### src/rtl/uart_serial_bridge.sv
// uart_serial_bridge: 8N1 UART <-> processor byte port.
// RX/TX FIFOs with sticky error flags, full duplex.

module uart_serial_bridge_fifo #(
  parameter int DEPTH = 16,
  parameter int AW    = 4
) (
  input  logic       i_clk,
  input  logic       i_rst_n,
  input  logic       i_push,
  input  logic       i_pop,
  input  logic [7:0] i_wdata,
  output logic [7:0] o_rdata,
  output logic       o_empty,
  output logic       o_full,
  output logic       o_pop_ok
);

  logic [AW:0] r_wptr;
  logic [AW:0] r_rptr;
  logic [7:0]  r_mem [DEPTH];
  logic        w_empty;
  logic        w_full;
  logic        w_do_pop;
  logic        w_do_push;

  // Status and accepted strobes; a full FIFO may push when it also pops
  always_comb begin
    w_empty   = (r_wptr == r_rptr);
    w_full    = (r_wptr[AW] != r_rptr[AW]) &&
                (r_wptr[AW-1:0] == r_rptr[AW-1:0]);
    w_do_pop  = i_pop && !w_empty;
    w_do_push = i_push && (!w_full || w_do_pop);
  end

  assign o_rdata  = r_mem[r_rptr[AW-1:0]];
  assign o_empty  = w_empty;
  assign o_full   = w_full;
  assign o_pop_ok = w_do_pop;

  // Storage and wrap-bit pointers
  always_ff @(posedge i_clk or negedge i_rst_n) begin
    if (!i_rst_n) begin
      r_wptr <= '0;
      r_rptr <= '0;
      for (int i = 0; i < DEPTH; i++) begin
        r_mem[i] <= '0;
      end
    end else begin
      if (w_do_push) begin
        r_mem[r_wptr[AW-1:0]] <= i_wdata;
        r_wptr <= r_wptr + (AW+1)'(1);
      end
      if (w_do_pop) begin
        r_rptr <= r_rptr + (AW+1)'(1);
      end
    end
  end

endmodule

module uart_serial_bridge #(
  parameter int CLKS_PER_BIT = 434,
  parameter int FIFO_DEPTH   = 16,
  parameter int FIFO_AW      = 4
) (
  input  logic       clock,
  input  logic       reset,
  input  logic       uart_rxd,
  output logic       uart_txd,
  output logic [7:0] rx_data_out,
  output logic       rx_valid_out,
  input  logic       rx_rden_in,
  output logic       tx_ready_out,
  input  logic [7:0] tx_data_in,
  input  logic       tx_wren_in,
  input  logic       err_clear_in,
  output logic       rx_overrun_out,
  output logic       rx_frame_err_out,
  output logic       tx_overflow_out
);

  localparam int CW = $clog2(CLKS_PER_BIT);
  localparam logic [CW-1:0] C_LAST = CW'(CLKS_PER_BIT - 1);
  localparam logic [CW-1:0] C_HALF = CW'(CLKS_PER_BIT / 2 - 1);
  localparam logic [CW-1:0] C_ONE  = CW'(1);

  typedef enum logic [1:0] {
    RX_IDLE,
    RX_START,
    RX_DATA,
    RX_STOP
  } rx_state_t;

  typedef enum logic [1:0] {
    TX_IDLE,
    TX_START,
    TX_DATA,
    TX_STOP
  } tx_state_t;

  logic          r_rx_s1;
  logic          r_rx_s2;
  rx_state_t     r_rx_state;
  rx_state_t     w_rx_state_nx;
  logic [CW-1:0] r_rx_cnt;
  logic [CW-1:0] w_rx_cnt_nx;
  logic [2:0]    r_rx_bit;
  logic [2:0]    w_rx_bit_nx;
  logic [7:0]    r_rx_shift;
  logic [7:0]    w_rx_shift_nx;
  logic          w_rx_push;
  logic          w_rx_ferr_set;
  logic          w_rx_ovr_set;
  logic          w_rx_empty;
  logic          w_rx_full;
  logic          w_rx_pop_ok;

  tx_state_t     r_tx_state;
  tx_state_t     w_tx_state_nx;
  logic [CW-1:0] r_tx_cnt;
  logic [CW-1:0] w_tx_cnt_nx;
  logic [2:0]    r_tx_bit;
  logic [2:0]    w_tx_bit_nx;
  logic [7:0]    r_tx_shift;
  logic [7:0]    w_tx_shift_nx;
  logic          r_txd;
  logic          w_txd_nx;
  logic          w_tx_pop;
  logic          w_tx_pop_ok;
  logic          w_tx_empty;
  logic          w_tx_full;
  logic [7:0]    w_tx_head;
  logic          w_tx_ovf_set;

  logic          r_rx_overrun;
  logic          r_rx_frame_err;
  logic          r_tx_overflow;

  uart_serial_bridge_fifo #(
    .DEPTH (FIFO_DEPTH),
    .AW    (FIFO_AW)
  ) u_rx_fifo (
    .i_clk    (clock),
    .i_rst_n  (reset),
    .i_push   (w_rx_push),
    .i_pop    (rx_rden_in),
    .i_wdata  (r_rx_shift),
    .o_rdata  (rx_data_out),
    .o_empty  (w_rx_empty),
    .o_full   (w_rx_full),
    .o_pop_ok (w_rx_pop_ok)
  );

  uart_serial_bridge_fifo #(
    .DEPTH (FIFO_DEPTH),
    .AW    (FIFO_AW)
  ) u_tx_fifo (
    .i_clk    (clock),
    .i_rst_n  (reset),
    .i_push   (tx_wren_in),
    .i_pop    (w_tx_pop),
    .i_wdata  (tx_data_in),
    .o_rdata  (w_tx_head),
    .o_empty  (w_tx_empty),
    .o_full   (w_tx_full),
    .o_pop_ok (w_tx_pop_ok)
  );

  // Two-flop synchronizer, preset to the idle line level
  always_ff @(posedge clock or negedge reset) begin
    if (!reset) begin
      r_rx_s1 <= 1'b1;
      r_rx_s2 <= 1'b1;
    end else begin
      r_rx_s1 <= uart_rxd;
      r_rx_s2 <= r_rx_s1;
    end
  end

  // RX state and datapath registers
  always_ff @(posedge clock or negedge reset) begin
    if (!reset) begin
      r_rx_state <= RX_IDLE;
      r_rx_cnt   <= '0;
      r_rx_bit   <= '0;
      r_rx_shift <= '0;
    end else begin
      r_rx_state <= w_rx_state_nx;
      r_rx_cnt   <= w_rx_cnt_nx;
      r_rx_bit   <= w_rx_bit_nx;
      r_rx_shift <= w_rx_shift_nx;
    end
  end

  // RX next state: mid-bit sampling, push or flag on the stop bit
  always_comb begin
    w_rx_state_nx = r_rx_state;
    w_rx_cnt_nx   = r_rx_cnt;
    w_rx_bit_nx   = r_rx_bit;
    w_rx_shift_nx = r_rx_shift;
    w_rx_push     = 1'b0;
    w_rx_ferr_set = 1'b0;
    unique case (r_rx_state)
      RX_IDLE: begin
        if (!r_rx_s2) begin
          w_rx_state_nx = RX_START;
          w_rx_cnt_nx   = '0;
        end
      end
      RX_START: begin
        if (r_rx_cnt == C_HALF) begin
          w_rx_cnt_nx   = '0;
          w_rx_bit_nx   = '0;
          w_rx_state_nx = r_rx_s2 ? RX_IDLE : RX_DATA;
        end else begin
          w_rx_cnt_nx = r_rx_cnt + C_ONE;
        end
      end
      RX_DATA: begin
        if (r_rx_cnt == C_LAST) begin
          w_rx_cnt_nx   = '0;
          w_rx_shift_nx = {r_rx_s2, r_rx_shift[7:1]};
          w_rx_bit_nx   = r_rx_bit + 3'd1;
          if (r_rx_bit == 3'd7) begin
            w_rx_state_nx = RX_STOP;
          end
        end else begin
          w_rx_cnt_nx = r_rx_cnt + C_ONE;
        end
      end
      RX_STOP: begin
        if (r_rx_cnt == C_LAST) begin
          w_rx_cnt_nx   = '0;
          w_rx_state_nx = RX_IDLE;
          w_rx_push     = r_rx_s2;
          w_rx_ferr_set = !r_rx_s2;
        end else begin
          w_rx_cnt_nx = r_rx_cnt + C_ONE;
        end
      end
      default: w_rx_state_nx = RX_IDLE;
    endcase
  end

  // A byte is dropped only if the FIFO stays full this cycle
  assign w_rx_ovr_set = w_rx_push && w_rx_full && !w_rx_pop_ok;
  assign w_tx_ovf_set = tx_wren_in && w_tx_full && !w_tx_pop_ok;

  // TX state, shift register and registered line output
  always_ff @(posedge clock or negedge reset) begin
    if (!reset) begin
      r_tx_state <= TX_IDLE;
      r_tx_cnt   <= '0;
      r_tx_bit   <= '0;
      r_tx_shift <= '0;
      r_txd      <= 1'b1;
    end else begin
      r_tx_state <= w_tx_state_nx;
      r_tx_cnt   <= w_tx_cnt_nx;
      r_tx_bit   <= w_tx_bit_nx;
      r_tx_shift <= w_tx_shift_nx;
      r_txd      <= w_txd_nx;
    end
  end

  // TX next state: stop bit chains straight into the next start bit
  always_comb begin
    w_tx_state_nx = r_tx_state;
    w_tx_cnt_nx   = r_tx_cnt;
    w_tx_bit_nx   = r_tx_bit;
    w_tx_shift_nx = r_tx_shift;
    w_tx_pop      = 1'b0;
    unique case (r_tx_state)
      TX_IDLE: begin
        if (!w_tx_empty) begin
          w_tx_pop      = 1'b1;
          w_tx_shift_nx = w_tx_head;
          w_tx_cnt_nx   = '0;
          w_tx_state_nx = TX_START;
        end
      end
      TX_START: begin
        if (r_tx_cnt == C_LAST) begin
          w_tx_cnt_nx   = '0;
          w_tx_bit_nx   = '0;
          w_tx_state_nx = TX_DATA;
        end else begin
          w_tx_cnt_nx = r_tx_cnt + C_ONE;
        end
      end
      TX_DATA: begin
        if (r_tx_cnt == C_LAST) begin
          w_tx_cnt_nx   = '0;
          w_tx_shift_nx = {1'b0, r_tx_shift[7:1]};
          w_tx_bit_nx   = r_tx_bit + 3'd1;
          if (r_tx_bit == 3'd7) begin
            w_tx_state_nx = TX_STOP;
          end
        end else begin
          w_tx_cnt_nx = r_tx_cnt + C_ONE;
        end
      end
      TX_STOP: begin
        if (r_tx_cnt == C_LAST) begin
          w_tx_cnt_nx = '0;
          if (!w_tx_empty) begin
            w_tx_pop      = 1'b1;
            w_tx_shift_nx = w_tx_head;
            w_tx_state_nx = TX_START;
          end else begin
            w_tx_state_nx = TX_IDLE;
          end
        end else begin
          w_tx_cnt_nx = r_tx_cnt + C_ONE;
        end
      end
      default: w_tx_state_nx = TX_IDLE;
    endcase
  end

  // Line level for the upcoming state, registered for a clean output
  always_comb begin
    w_txd_nx = 1'b1;
    unique case (w_tx_state_nx)
      TX_START: w_txd_nx = 1'b0;
      TX_DATA:  w_txd_nx = w_tx_shift_nx[0];
      default:  w_txd_nx = 1'b1;
    endcase
  end

  // Sticky error flags; a new event beats a clear
  always_ff @(posedge clock or negedge reset) begin
    if (!reset) begin
      r_rx_overrun   <= 1'b0;
      r_rx_frame_err <= 1'b0;
      r_tx_overflow  <= 1'b0;
    end else begin
      if (w_rx_ovr_set) begin
        r_rx_overrun <= 1'b1;
      end else if (err_clear_in) begin
        r_rx_overrun <= 1'b0;
      end
      if (w_rx_ferr_set) begin
        r_rx_frame_err <= 1'b1;
      end else if (err_clear_in) begin
        r_rx_frame_err <= 1'b0;
      end
      if (w_tx_ovf_set) begin
        r_tx_overflow <= 1'b1;
      end else if (err_clear_in) begin
        r_tx_overflow <= 1'b0;
      end
    end
  end

  assign uart_txd         = r_txd;
  assign rx_valid_out     = !w_rx_empty;
  assign tx_ready_out     = !w_tx_full;
  assign rx_overrun_out   = r_rx_overrun;
  assign rx_frame_err_out = r_rx_frame_err;
  assign tx_overflow_out  = r_tx_overflow;

endmodule

### config.mk
export PLATFORM = sky130hd
export DESIGN_NAME = uart_serial_bridge
export DESIGN_NICKNAME = d
export VERILOG_FILES = /design/src/rtl/uart_serial_bridge.sv
export SDC_FILE = /design/constraint.sdc
export NUM_CORES = 1
export LEC_CHECK = 0
export ABC_AREA = 1
export CORE_ASPECT_RATIO = 1.75
export CORE_MARGIN = 2
export CORE_UTILIZATION = 35
export DETAILED_ROUTE_END_ITERATION = 8
export DONT_BUFFER_PORTS = 1
export GPL_TIMING_DRIVEN = 1
export HOLD_SLACK_MARGIN = 0.1
export PLACE_DENSITY = 0.59
export SLEW_MARGIN = 20
export SYNTH_ARGS = -nofsm -noshare
export SYNTH_HDL_FRONTEND = slang
export SYNTH_SLANG_ARGS = --single-unit
### constraint.sdc
create_clock -name clock -period 3.1 [get_ports clock]
set_input_delay 0.62 -clock clock [delete_from_list [all_inputs] [get_ports clock]]
set_output_delay 0.62 -clock clock [all_outputs]
set_load 0.005 [all_outputs]
After elaboration in Yosys (flattened, before gate mapping)
Cells that the tools add are included.
Widths: inputs -> output; s select.
- multiplexer cells: 55
- bitwise gates (word level): 4
- $add $sub $neg: 8
- eq/ne operators: 28
- reductions and logical operators: 36
- $lt $le $gt $ge: 6
- operators with widths (kind ; number):
    $bwmux 128 ; 2
    $mux 8 ; 9
    $bmux 8 s4 ; 2
    $demux 8 s4 ; 2
    $mux 9 ; 5
    $pmux 9 s3 ; 1
    $pmux 8 s3 ; 1
    $mux 2 ; 11
    $add 5x1->5 const B ; 4
    $ge 5x5->1 const B ; 4
    $not 4->5 ; 4
    $add 9x1->9 const B ; 2
    $eq 9x9->1 const B ; 2
    $ne 2x2->1 const B ; 9
    $pmux 9 s2 ; 1
    $pmux 2 s4 ; 2
    $logic_and 1x1->1 ; 12
    $mux 3 ; 4
    $pmux 3 s2 ; 2
    $mux 1 ; 11
    $eq 2x2->1 const B ; 5
    $eq 5x5->1 ; 2
    $lt 5x1->1 const B ; 2
    $reduce_bool 2->1 ; 5
    other kinds (16) ; 33
- flip-flop bits (word level): 326
- word-level logic and storage cells: 188

Depth between registers and ports, before layout
Gate-level depths: netlist (run 1).
- word-level depth: 8
- gate-level depth with buffers: 15

By module
A second synthesis (run 1) with hierarchy kept.
- cells, all modules: 2160
- area, all modules: 16985.0 µm²
- modules (own cells, without submodules) (module ; cells each ; area each (µm²) ; times used ; seq. area each (µm²)):
    uart_serial_bridge_fifo (u_rx_fifo) ; 916 ; 7161.9 ; 1 ; 3453.3
    uart_serial_bridge_fifo (u_tx_fifo) ; 917 ; 7121.8 ; 1 ; 3453.3
    uart_serial_bridge ; 327 ; 2701.3 ; 1 ; 1255.0

Worst setup path before layout (run 1)
OpenSTA, ideal clock, no wires.
- path type: reg-to-output
- start: register u_rx_fifo.r_rptr[0]
- end: output rx_data_out[4]
- setup slack: 0.949 ns
- data arrival time: 1.531 ns
- stages on the path, launching flop included: 7
- cells stage by stage: dfrtp_1 > clkbuf_1 > clkbuf_1 > o21ai_0 > o221ai_1 > o211ai_1 > nand3_1
- word-level cells in the longest chain between the ends: 4
- RTL lines (what ; line ; RTL):
    from (decl) ; 20 ; logic [AW:0] r_rptr;
    from (signal assigned) ; 55 ; r_rptr <= r_rptr + (AW+1)'(1);
    $not 4->5 (not written as such) ; 36 ; assign o_rdata = r_mem[r_rptr[AW-1:0]];
    $bmux 8 s4 ; 36 ;
    $mux 8 (not written as such) (2 in series) ; 36 ;
    to (decl) ; 71 ; output logic [7:0] rx_data_out,
Every way passes these cells. The select of a mux whose other input is x is not followed.

Worst setup path in the final report (run 1)
- start: register u_rx_fifo.r_rptr[0]
- end: output rx_data_out[7]
Same word-level chain as after synthesis.

==> results of run 1 <==
placed cells by master (no fill, tap or decap), types with 22 or more instances in the layout:
cell type / n
ha_1: 25
dfrtp_1: 320
nand3_1: 207
xor2_1: 22
clkbuf_16: 35
buf_4: 22
nand2_1: 609
o32ai_1: 23
o21ai_0: 229
nor2_1: 209
inv_1: 90
metrics by stage:
step / hold slack, ps / power (uW)
2_1_floorplan: 324.4 / 8000
6_report: -212.0 / 13190
4_1_cts: -211.9 / 13320
3_3_place_gp: 332.9 / 8924
3_5_place_dp: 349.9 / 9008
5_1_grt: -227.6 / 13970
worst max path at each step:
| stage | startpoint | to | slack [ps] | cells past startpoint |
|---|---|---|---|---|
| 4_1_cts | u_rx_fifo.r_rptr[1] | rx_data_out[7] | 130 | 5 |
| 6_report | u_rx_fifo.r_rptr[0] | rx_data_out[7] | 220 | 6 |
| 3_5_place_dp | r_rx_cnt[1] | u_rx_fifo.r_mem[87] | 560 | 8 |
| 3_3_place_gp | r_rx_cnt[1] | u_rx_fifo.r_mem[76] | 630 | 9 |
| 2_1_floorplan | u_rx_fifo.r_rptr[0] | rx_data_out[4] | 950 | 6 |
| 5_1_grt | u_rx_fifo.r_rptr[0] | rx_data_out[7] | 70 | 5 |
sequential cells by signal, indices dropped and copies added (netlist names), 5 cells and up, named ones only:
name and cells:
r_tx_shift 8, u_rx_fifo.r_mem 128, u_tx_fifo.r_rptr 5, r_tx_cnt 9
r_rx_cnt 9, r_rx_shift 8, u_rx_fifo.r_rptr 5, u_tx_fifo.r_mem 128
u_tx_fifo.r_wptr 5, u_rx_fifo.r_wptr 5
metal layers:
metal  vias up  wire [um]  global-route usage
li1       6445          -                   -
met2       338      23300              0.3453
met5         -          0                   0
met3       117       1647             0.02213
met1      6377      17200              0.2104
met4         0       2101             0.08891
final cells by class:
type                    count  area (um^2)
fillers                  4647        27970
flip-flops and latches    326         8168
multi-input cells        1461         7046
clock buffers              48         1015
well taps                 583        729.5
inverters                  98        369.1
repair buffers             26        235.2
clock inverters            12        138.9
worst max-delay path: cells and delay by family (launching register included):
kind	cells	cell delay, ps
compound gates	2	550
buf+inv	2	480
simple gates	2	270
flops	1	410
logic make-up after synthesis:
| logic type | count (synthesis) | share of synthesized area |
|---|---|---|
| AO/OA/AOI/OAI | 320 | 0.1122 |
| flip-flops | 326 | 0.5066 |
| XOR/XNOR | 29 | 0.01577 |
| multiplexers | 12 | 0.007457 |
| adder cells (fa/ha/maj) | 25 | 0.01942 |
| buffers and inverters | 203 | 0.05600 |
| AND/OR/NAND/NOR | 1075 | 0.2825 |
power groups by stage:
stage,clock [uW],sequential [uW],combinational (uW)
2_1_floorplan,0,5470,2530
3_3_place_gp,0,5620,3310
3_5_place_dp,0,5650,3360
4_1_cts,4370,5580,3370
5_1_grt,4520,5690,3770
6_report,4240,5600,3350
timing repair:
action / CTS / global route
endpoints found under the setup margin: 0 / 1
resized for setup: 0 / 1
endpoints found under the hold margin: 327 / 326
==> reports/metrics.csv, run 1 <==
stage,metric,value,unit
layout,Diodes inserted,0,
global_route,antenna violations before repair,0,
power_and_ir_drop,switching share of power,0.3418,
logic_synthesis,post-synthesis sequential area ratio,0.5066,
setup_path,CP Data Required Time,2480,ps
setup_path,Worst Setup Path Type,flip-flop to primary output,
layout,nets,1986,
logic_synthesis,mean post-synth cell area,8.095,um^2
clock_network,CTS Sinks,326,
logic_synthesis,Synth Flop Type,dfrtp_1,
placement,quantity of I/O buffers inserted on ports,0,
timing,final setup vio count,0,
drt,Routed WL per cell,17.33,um
timing,Slew headroom,0.2391,
die,Row Count,104,
die,core area,0.04567,mm^2
setup_path,reg2reg end,u_rx_fifo.r_mem[72],
setup_path,"slowest stage cell, crit path",dfrtp_2,
drt,Vias,13277,
timing,final period utilization,0.9306,
setup_path,worst path cell trace,inv_2 > buf_12 > nor2_1 > o32ai_1 > o211ai_1 > nand3_1,
placement,placed cell count,2493,
die,I/O pin cnt,28,
layout,fin area,0.01770,mm^2
worst_hold_path,worst min path class,input port to async pin,
timing,Max Fclk,0.3466,GHz
layout,Area Growth Syn to Fin,9.879,%
global_route,first-pass GRT wire length,71860,um
placement,pre-CTS setup slack,560.8,ps
drt,Final ANT Viol Nets,0,
timing,Final Max Tran Viols,0,
placement,placed cell areas,0.01653,mm^2
global_route,Tot GR Track Use,0.1857,
global_route,GRT overflow,0,
setup_path,Reg2Reg Depth,8,
clock_network,CTS tree,built,
setup_path,critical-path maximum fanout,43,
logic_synthesis,distinct cell type count after synthesis,38,
drt,initial detailed-routing violation count,995,
setup_path,worst endpoint data arrival time,2260,ps
timing,Setup Skew,34.46,ps
logic_synthesis,Seq cells post-synth,326,
timing,Final min period,2885,ps
global_route,vias in the first global route,13401,
clock_network,clock root cell,clkbuf_16,
timing,Worst Tran Pin Value,1141,ps
timing,setup TNS,0,ps
power_and_ir_drop,Comb power frac,0.254,
layout,Finished Core Util,0.3875,
setup_path,R2R setup slack,590,ps
die,total die area,0.04783,mm^2
power_and_ir_drop,Power Dens Cells,745.2,mW/mm^2
clock_network,clock slew at reported path FFs,60,ps
power_and_ir_drop,register share of total power,0.425,
power_and_ir_drop,Int Pwr,8683,uW
global_route,largest net degree at the start of global routing,327,
logic_synthesis,leading area contributor after synthesis,dfrtp_1,
power_and_ir_drop,clock network fraction of design power,0.321,
clock_network,Worst-Skew Late Latency,550,ps
power_and_ir_drop,Pleak,0.008379,uW
placement,Final Wtd Congestion,0.8852,
timing,worst setup margin,215.0,ps
clock_network,H-Tree Depth,2,
clock_network,CTS Hold Buffers Added,1,
run,max_cap viols,0,
die,Die H,287.8,um
drt,Total Wirelength,44250,um
logic_synthesis,cell with the most instances after synthesis,nand2_1,
logic_synthesis,"EDFF count, synth",0,
die,initial core utilization,0.3527,
setup_path,Critical R2R Launch,r_rx_cnt[1],
drt,# DRC,0,
layout,Finished Layout Cells,2554,
logic_synthesis,synthesized net count,2029,
outcome,outcome,"finished, violations left",
logic_synthesis,asr flop ratio synth,1.000,
setup_path,Setup crit end kind,primary output,
logic_synthesis,synthesized cell area,0.01611,mm^2
clock_network,TritonCTS buffer count,34,
placement,hpwl dp,29180,um
setup_path,CP startpoint kind,flip-flop,
outcome,failing checks,negative hold slack,
power_and_ir_drop,VDD IR max,505.4,uV
logic_synthesis,area fraction of the dominant cell type after synthesis,0.5017,
logic_synthesis,dominant cells by area after synthesis,"dfrtp_1 (50%), nand2_1 (14%), o21ai_0 (7.1%), nand3_1 (6.4%), nor2_1 (4.9%)",
power_and_ir_drop,NetSw,4508,uW
timing,final number of hold-violating endpoints,191,
logic_synthesis,Post-Syn Instances,1990,
die,DIE WIDTH,166.2,um
timing,WHS,-212.0,ps
setup_path,"slowest stage delay, CP",410,ps
drt,Pre-antenna DRT Iters,5,
logic_synthesis,Synth warnings,0,
clock_network,postcts setup bufs,0,
drt,drt via density,5.199,
clock_network,Max clock buf depth,3,
timing,RSZ-0062 raised after global routing,false,
logic_synthesis,top post-synthesis cells by count,"nand2_1 (609), dfrtp_1 (323), o21ai_0 (229), nor2_1 (209), nand3_1 (207)",
layout,share of layout cells above drive strength 1,0.06393,
Note: power is estimated with default switching activity, not from simulation.
==> run 2, diff against run 1 <==
--- a/config.mk
+++ b/config.mk
@@ -13,6 +13,7 @@
 export DONT_BUFFER_PORTS = 1
 export GPL_TIMING_DRIVEN = 1
 export HOLD_SLACK_MARGIN = 0.1
+export MAX_ROUTING_LAYER = met4
 export PLACE_DENSITY = 0.59
 export SLEW_MARGIN = 20
 export SYNTH_ARGS = -nofsm -noshare
==> reports/metrics.csv, run 2 (synthesis gave the netlist of run 1 again) <==
stage,metric,value,unit,change
outcome,outcome,"finished, violations left",,
outcome,failing checks,negative hold slack,,
global_route,first-pass GRT wire length,71920,um,about the same
timing,Setup Skew,32.16,ps,-2.292 ps
clock_network,CTS tree,built,,
global_route,grt peak-use layer,met2,,
global_route,antenna violations before repair,0,,unchanged
die,Die H,287.8,um,unchanged
timing,Max Fclk,0.3484,GHz,+0.52%
clock_network,CTS Hold Buffers Added,1,,unchanged
layout,"most common cell after layout, fill and taps aside",nand2_1,,
placement,quantity of I/O buffers inserted on ports,0,,unchanged
clock_network,Worst-Skew Late Latency,540,ps,about the same
clock_network,TritonCTS buffer count,34,,unchanged
drt,Vias,13259,,-0.14%
clock_network,Max clock buf depth,3,,unchanged
timing,setup TNS,0,ps,unchanged
setup_path,Setup crit end kind,primary output,,
die,core area,0.04567,mm^2,unchanged
setup_path,worst endpoint data arrival time,2250,ps,about the same
power_and_ir_drop,Int Pwr,8683,uW,about the same
timing,final number of hold-violating endpoints,115,,-40%
global_route,Tot GR Track Use,0.1913,,+0.005562
power_and_ir_drop,clock network fraction of design power,0.322,,about the same
setup_path,Worst Setup Path Type,flip-flop to primary output,,
timing,Final Max Tran Viols,0,,unchanged
timing,Final min period,2870,ps,-15.01 ps
power_and_ir_drop,NetSw,4498,uW,-0.23%
drt,initial detailed-routing violation count,963,,-3.2%
layout,share of layout cells above drive strength 1,0.06393,,unchanged
clock_network,CTS Sinks,326,,unchanged
layout,"commonest cells after routing, fill and taps aside","nand2_1 (609), dfrtp_1 (320), o21ai_0 (229), nor2_1 (209), nand3_1 (207)",,
die,I/O pin cnt,28,,unchanged
timing,final setup vio count,0,,unchanged
global_route,vias in the first global route,13390,,-0.082%
drt,Pre-antenna DRT Iters,5,,unchanged
layout,Area Growth Syn to Fin,9.879,%,unchanged
layout,Diodes inserted,0,,unchanged
drt,Routed WL per cell,17.33,um,about the same
setup_path,CP Data Required Time,2480,ps,about the same
timing,Worst Tran Pin Value,1091,ps,-50.58 ps
clock_network,H-Tree Depth,2,,unchanged
global_route,met2 Use GR,0.3463,,+0.0009336
layout,nets,1986,,unchanged
clock_network,clock slew at reported path FFs,60,ps,about the same
timing,final period utilization,0.9258,,-0.004843
run,max_cap viols,0,,unchanged
power_and_ir_drop,Comb power frac,0.253,,about the same
power_and_ir_drop,register share of total power,0.425,,about the same
die,initial core utilization,0.3527,,unchanged
worst_hold_path,worst min path class,input port to async pin,,
layout,biggest regs,"u_rx_fifo.r_mem: 128 flops, u_tx_fifo.r_mem: 128 flops",,
layout,Finished Core Util,0.3875,,unchanged
global_route,met1 GRT Util,0.2103,,about the same
drt,drt via density,5.191,,-0.14%
timing,WHS,-211.9,ps,+0.06300 ps
die,Row Count,104,,unchanged
power_and_ir_drop,VDD IR max,499.5,uV,-1.2%
setup_path,CP startpoint kind,flip-flop,,
placement,Final Wtd Congestion,0.9000,,+1.7%
placement,hpwl dp,29180,um,unchanged
die,DIE WIDTH,166.2,um,unchanged
power_and_ir_drop,switching share of power,0.3412,,-0.0005158
power_and_ir_drop,Pleak,0.008379,uW,unchanged
drt,Total Wirelength,44250,um,about the same
clock_network,clock root cell,clkbuf_16,,
global_route,GRT met3 Usage,0.02213,,unchanged
timing,Slew headroom,0.2729,,+0.03372
global_route,GRT overflow,0,,unchanged
timing,RSZ-0062 raised after global routing,false,,
power_and_ir_drop,Power Dens Cells,744.7,mW/mm^2,about the same
drt,# DRC,0,,unchanged
global_route,largest net degree at the start of global routing,327,,unchanged
die,total die area,0.04783,mm^2,unchanged
drt,Final ANT Viol Nets,0,,unchanged
setup_path,critical-path maximum fanout,46,,+7.0%
[run 2: critical path, stage by stage, from the launching register on]
cell      delay, ps
dfrtp_2         370
buf_4           420
nor2_1          100
o32ai_1         400
o211ai_1        190
nand3_1         200
[run 2: final cells by class]
type                       count  area [um^2]
clock buffer                  48         1015
clock inverter                12        138.9
fill                        4647        27970
inverter                      98        369.1
multi-input combinational   1461         7046
sequential                   326         8168
tap                          583        729.5
timing repair buffer          26        235.2
[run 2: metrics by stage]
step | worst slack [ps] | instance area, um^2 | cells | total power [uW]
after floorplan | 949.5 | 16110 | 1990 | 8000
after global placement | 627.9 | 16530 | 2493 | 8924
after detailed placement | 560.8 | 16530 | 2493 | 9008
after CTS | 132.5 | 17700 | 2554 | 13320
after global routing | 63.96 | 17700 | 2554 | 13970
final | 230.0 | 17700 | 2554 | 13180
[run 2: path summary, 6_finish.rpt]
kind,from,to,slack [ps],depth (start not counted)
setup / recovery,u_rx_fifo.r_rptr[0],rx_data_out[7],230,5
hold / removal,reset,r_rx_cnt[7],-210,0
setup reg to reg,r_rx_cnt[1],u_rx_fifo.r_mem[123],550,8
hold reg to reg,r_rx_s1,r_rx_s2,360,0
max in group asynchronous,reset,u_tx_fifo.r_mem[114],2410,0
min in group clock,err_clear_in,rx_overrun_out,190,1
[run 2: layer usage]
metal / vias to the layer above / wire [um]
met5: - / 0
met4: 0 / 1996
met3: 110 / 1633
met2: 336 / 23220
met1: 6367 / 17400
li1: 6446 / -
[run 2: repair_timing]
item / CTS / global route
setup endpoints to repair: 0 / 1
resized for setup: 0 / 1
hold endpoints to repair: 327 / 326
setup buffers: 0 / 0
[run 2: power by group through the flow]
| stage | registers, uW | clock network (uW) | logic [uW] |
|---|---|---|---|
| after floorplan | 5470 | 0 | 2530 |
| after global placement | 5620 | 0 | 3310 |
| after detailed placement | 5650 | 0 | 3360 |
| after CTS | 5580 | 4370 | 3370 |
| after global routing | 5690 | 4520 | 3770 |
| final | 5600 | 4240 | 3340 |
==> run 3, diff against run 2 <==
--- a/config.mk
+++ b/config.mk
@@ -7,7 +7,7 @@
 export LEC_CHECK = 0
 export ABC_AREA = 1
 export CORE_ASPECT_RATIO = 1.75
-export CORE_MARGIN = 2
+export CORE_MARGIN = 5
 export CORE_UTILIZATION = 35
 export DETAILED_ROUTE_END_ITERATION = 8
 export DONT_BUFFER_PORTS = 1
==> reports/metrics.csv, run 3 (synthesis gave the netlist of run 1 again) <==
stage,metric,value,unit,change
outcome,outcome,"finished, violations left",,
layout,fillers,4667,,+0.43%
die,initial core utilization,0.3517,,-0.001002
timing,Worst Tran Pin Value,876.4,ps,-214.3 ps
power_and_ir_drop,Comb power frac,0.248,,-0.005
setup_path,worst path buffer plus inverter count,1,,unchanged
clock_network,CTS Sinks,326,,unchanged
timing,Slew headroom,0.4157,,+0.1429
layout,Area Growth Syn to Fin,10.79,%,
die,Row Count,104,,unchanged
drt,# DRC,0,,unchanged
layout,nets,1995,,+0.45%
die,DIE WIDTH,172.2,um,+3.6%
drt,Routed WL per cell,17.76,um,+2.5%
setup_path,"slowest stage delay, CP",520,ps,+100 ps
layout,Diodes inserted,0,,unchanged
setup_path,worst path cell trace,buf_4 > o21ai_0 > o221ai_1 > nand3_1 > nand3_1,,
layout,biggest regs,"u_rx_fifo.r_mem: 128 flops, u_tx_fifo.r_mem: 128 flops",,
timing,Setup Skew,26.99,ps,-5.177 ps
placement,quantity of I/O buffers inserted on ports,0,,unchanged
placement,Final Wtd Congestion,0.8596,,-4.5%
timing,setup TNS,0,ps,unchanged
power_and_ir_drop,Int Pwr,8918,uW,+2.7%
timing,final setup vio count,0,,unchanged
run,max_cap viols,0,,unchanged
timing,final number of hold-violating endpoints,323,,+180%
die,total die area,0.05059,mm^2,+5.8%
die,I/O pin cnt,28,,unchanged
global_route,Tot GR Track Use,0.1863,,-0.004992
setup_path,CP Data Required Time,2480,ps,about the same
clock_network,Max clock buf depth,3,,unchanged
timing,final period utilization,0.9459,,+0.02011
outcome,failing checks,negative hold slack,,
timing,WHS,-155.5,ps,+56.49 ps
setup_path,R2R setup slack,480,ps,-70 ps
clock_network,clock root cell,clkbuf_16,,
power_and_ir_drop,NetSw,4545,uW,+1.0%
layout,"most common cell after layout, fill and taps aside",nand2_1,,
layout,share of layout cells above drive strength 1,0.06862,,+0.004691
clock_network,H-Tree Depth,2,,unchanged
drt,Pre-antenna DRT Iters,5,,unchanged
setup_path,Worst Setup Path Type,flip-flop to primary output,,
power_and_ir_drop,Pleak,0.008456,uW,+0.92%
clock_network,Worst-Skew Late Latency,550,ps,about the same
clock_network,TritonCTS buffer count,34,,unchanged
setup_path,crit-path leading delay family,compound AO/OA/AOI/OAI gates,,
global_route,first-pass GRT wire length,72840,um,+1.3%
drt,Final ANT Viol Nets,0,,unchanged
global_route,largest net degree at the start of global routing,327,,unchanged
layout,"commonest cells after routing, fill and taps aside","nand2_1 (609), dfrtp_1 (320), o21ai_0 (229), nor2_1 (209), nand3_1 (207)",,
power_and_ir_drop,register share of total power,0.419,,-0.006
clock_network,CTS tree,built,,
setup_path,CP startpoint kind,flip-flop,,
drt,initial detailed-routing violation count,836,,-13%
setup_path,"slowest stage cell, crit path",dfrtp_2,,
timing,RSZ-0062 raised after global routing,false,,
global_route,antenna violations before repair,0,,unchanged
global_route,vias in the first global route,13379,,-0.082%
clock_network,CTS Hold Buffers Added,1,,unchanged
timing,Final Max Tran Viols,0,,unchanged
drt,Vias,13400,,+1.1%
power_and_ir_drop,clock network fraction of design power,0.333,,+0.011
power_and_ir_drop,VDD IR max,593.8,uV,+19%
global_route,GRT overflow,0,,unchanged
drt,Total Wirelength,45560,um,+2.9%
timing,Final min period,2932,ps,+62.35 ps
die,core area,0.04580,mm^2,+0.28%
drt,drt via density,5.224,,+0.63%
power_and_ir_drop,Final Power,13460,uW,+2.1%
setup_path,cell mode on critical path,nand3_1,,
timing,Max Fclk,0.3410,GHz,-2.1%
power_and_ir_drop,switching share of power,0.3376,,-0.003662
worst_hold_path,worst min path class,input port to async pin,,
placement,hpwl dp,30210,um,+3.5%
power_and_ir_drop,Power Dens Cells,754.4,mW/mm^2,+1.3%
setup_path,Setup crit end kind,primary output,,
die,Die H,293.8,um,+2.1%
layout,Finished Core Util,0.3896,,+0.002095
setup_path,critical-path maximum fanout,26,,-43%
clock_network,clock slew at reported path FFs,60,ps,about the same
setup_path,worst endpoint data arrival time,2310,ps,+60 ps
==> run 3: routing by layer <==
metal / routed length (um) / GRT usage / up-vias
li1: - / - / 6464
met1: 17260 / 0.2040 / 6463
met2: 24010 / 0.3301 / 365
met3: 1898 / 0.02392 / 108
met4: 2392 / 0.08960 / 0
met5: 0 / - / -
==> run 3: per-stage QoR <==
step | instance area [um^2] | setup slack [ps] | instances
CTS | 17840 | 121.6 | 2565
detailed placement | 16610 | 477.1 | 2502
global route | 17850 | 87.40 | 2565
finish | 17850 | 167.7 | 2565
global placement | 16610 | 591.6 | 2502
floorplan | 16110 | 949.5 | 1990
==> run 3: power groups by stage <==
stage | Sequential, uW | Combinational (uW) | Clock (uW)
final | 5640 | 3340 | 4480
after global routing | 5730 | 3770 | 4770
after CTS | 5630 | 3360 | 4610
after detailed placement | 5700 | 3350 | 0
after global placement | 5670 | 3310 | 0
after floorplan | 5470 | 2530 | 0
==> run 3: path summary, 6_finish.rpt <==
check / startpoint / end / cells past startpoint
min reg2reg: r_rx_s1 / r_rx_s2 / 0
max: u_rx_fifo.r_rptr[0] / rx_data_out[6] / 5
max reg2reg: r_rx_cnt[1] / u_rx_fifo.r_mem[118] / 8
min: reset / r_tx_bit[0] / 0
max in group asynchronous: reset / u_rx_fifo.r_mem[37] / 0
min in group clock: err_clear_in / rx_frame_err_out / 1
==> run 3: what timing repair did <==
item	4_1_cts	5_1_grt
resized for setup	0	1
setup buffers	0	0
hold endpoints to repair	327	324
endpoints found under the setup margin	0	2
==> run 3: area by class of cell <==
cell class,instances,area [um^2],share of cell area
flip-flops and latches,326,8168,0.4577
multi-input cells,1461,7046,0.3948
clock buffers,47,991.0,0.05552
well taps,583,729.5,0.04087
inverters,98,369.1,0.02068
repair buffers,35,315.3,0.01767
clock inverters,15,229.0,0.01283
==> run 3: worst reg2reg max path, cell delays in order, from the launching register on <==
cell	delay, ps
dfrtp_1	390
inv_1	110
ha_1	160
nand2_1	50
nor3_1	150
nand2_1	160
nor3_4	560
nand3_1	580
o21ai_0	370
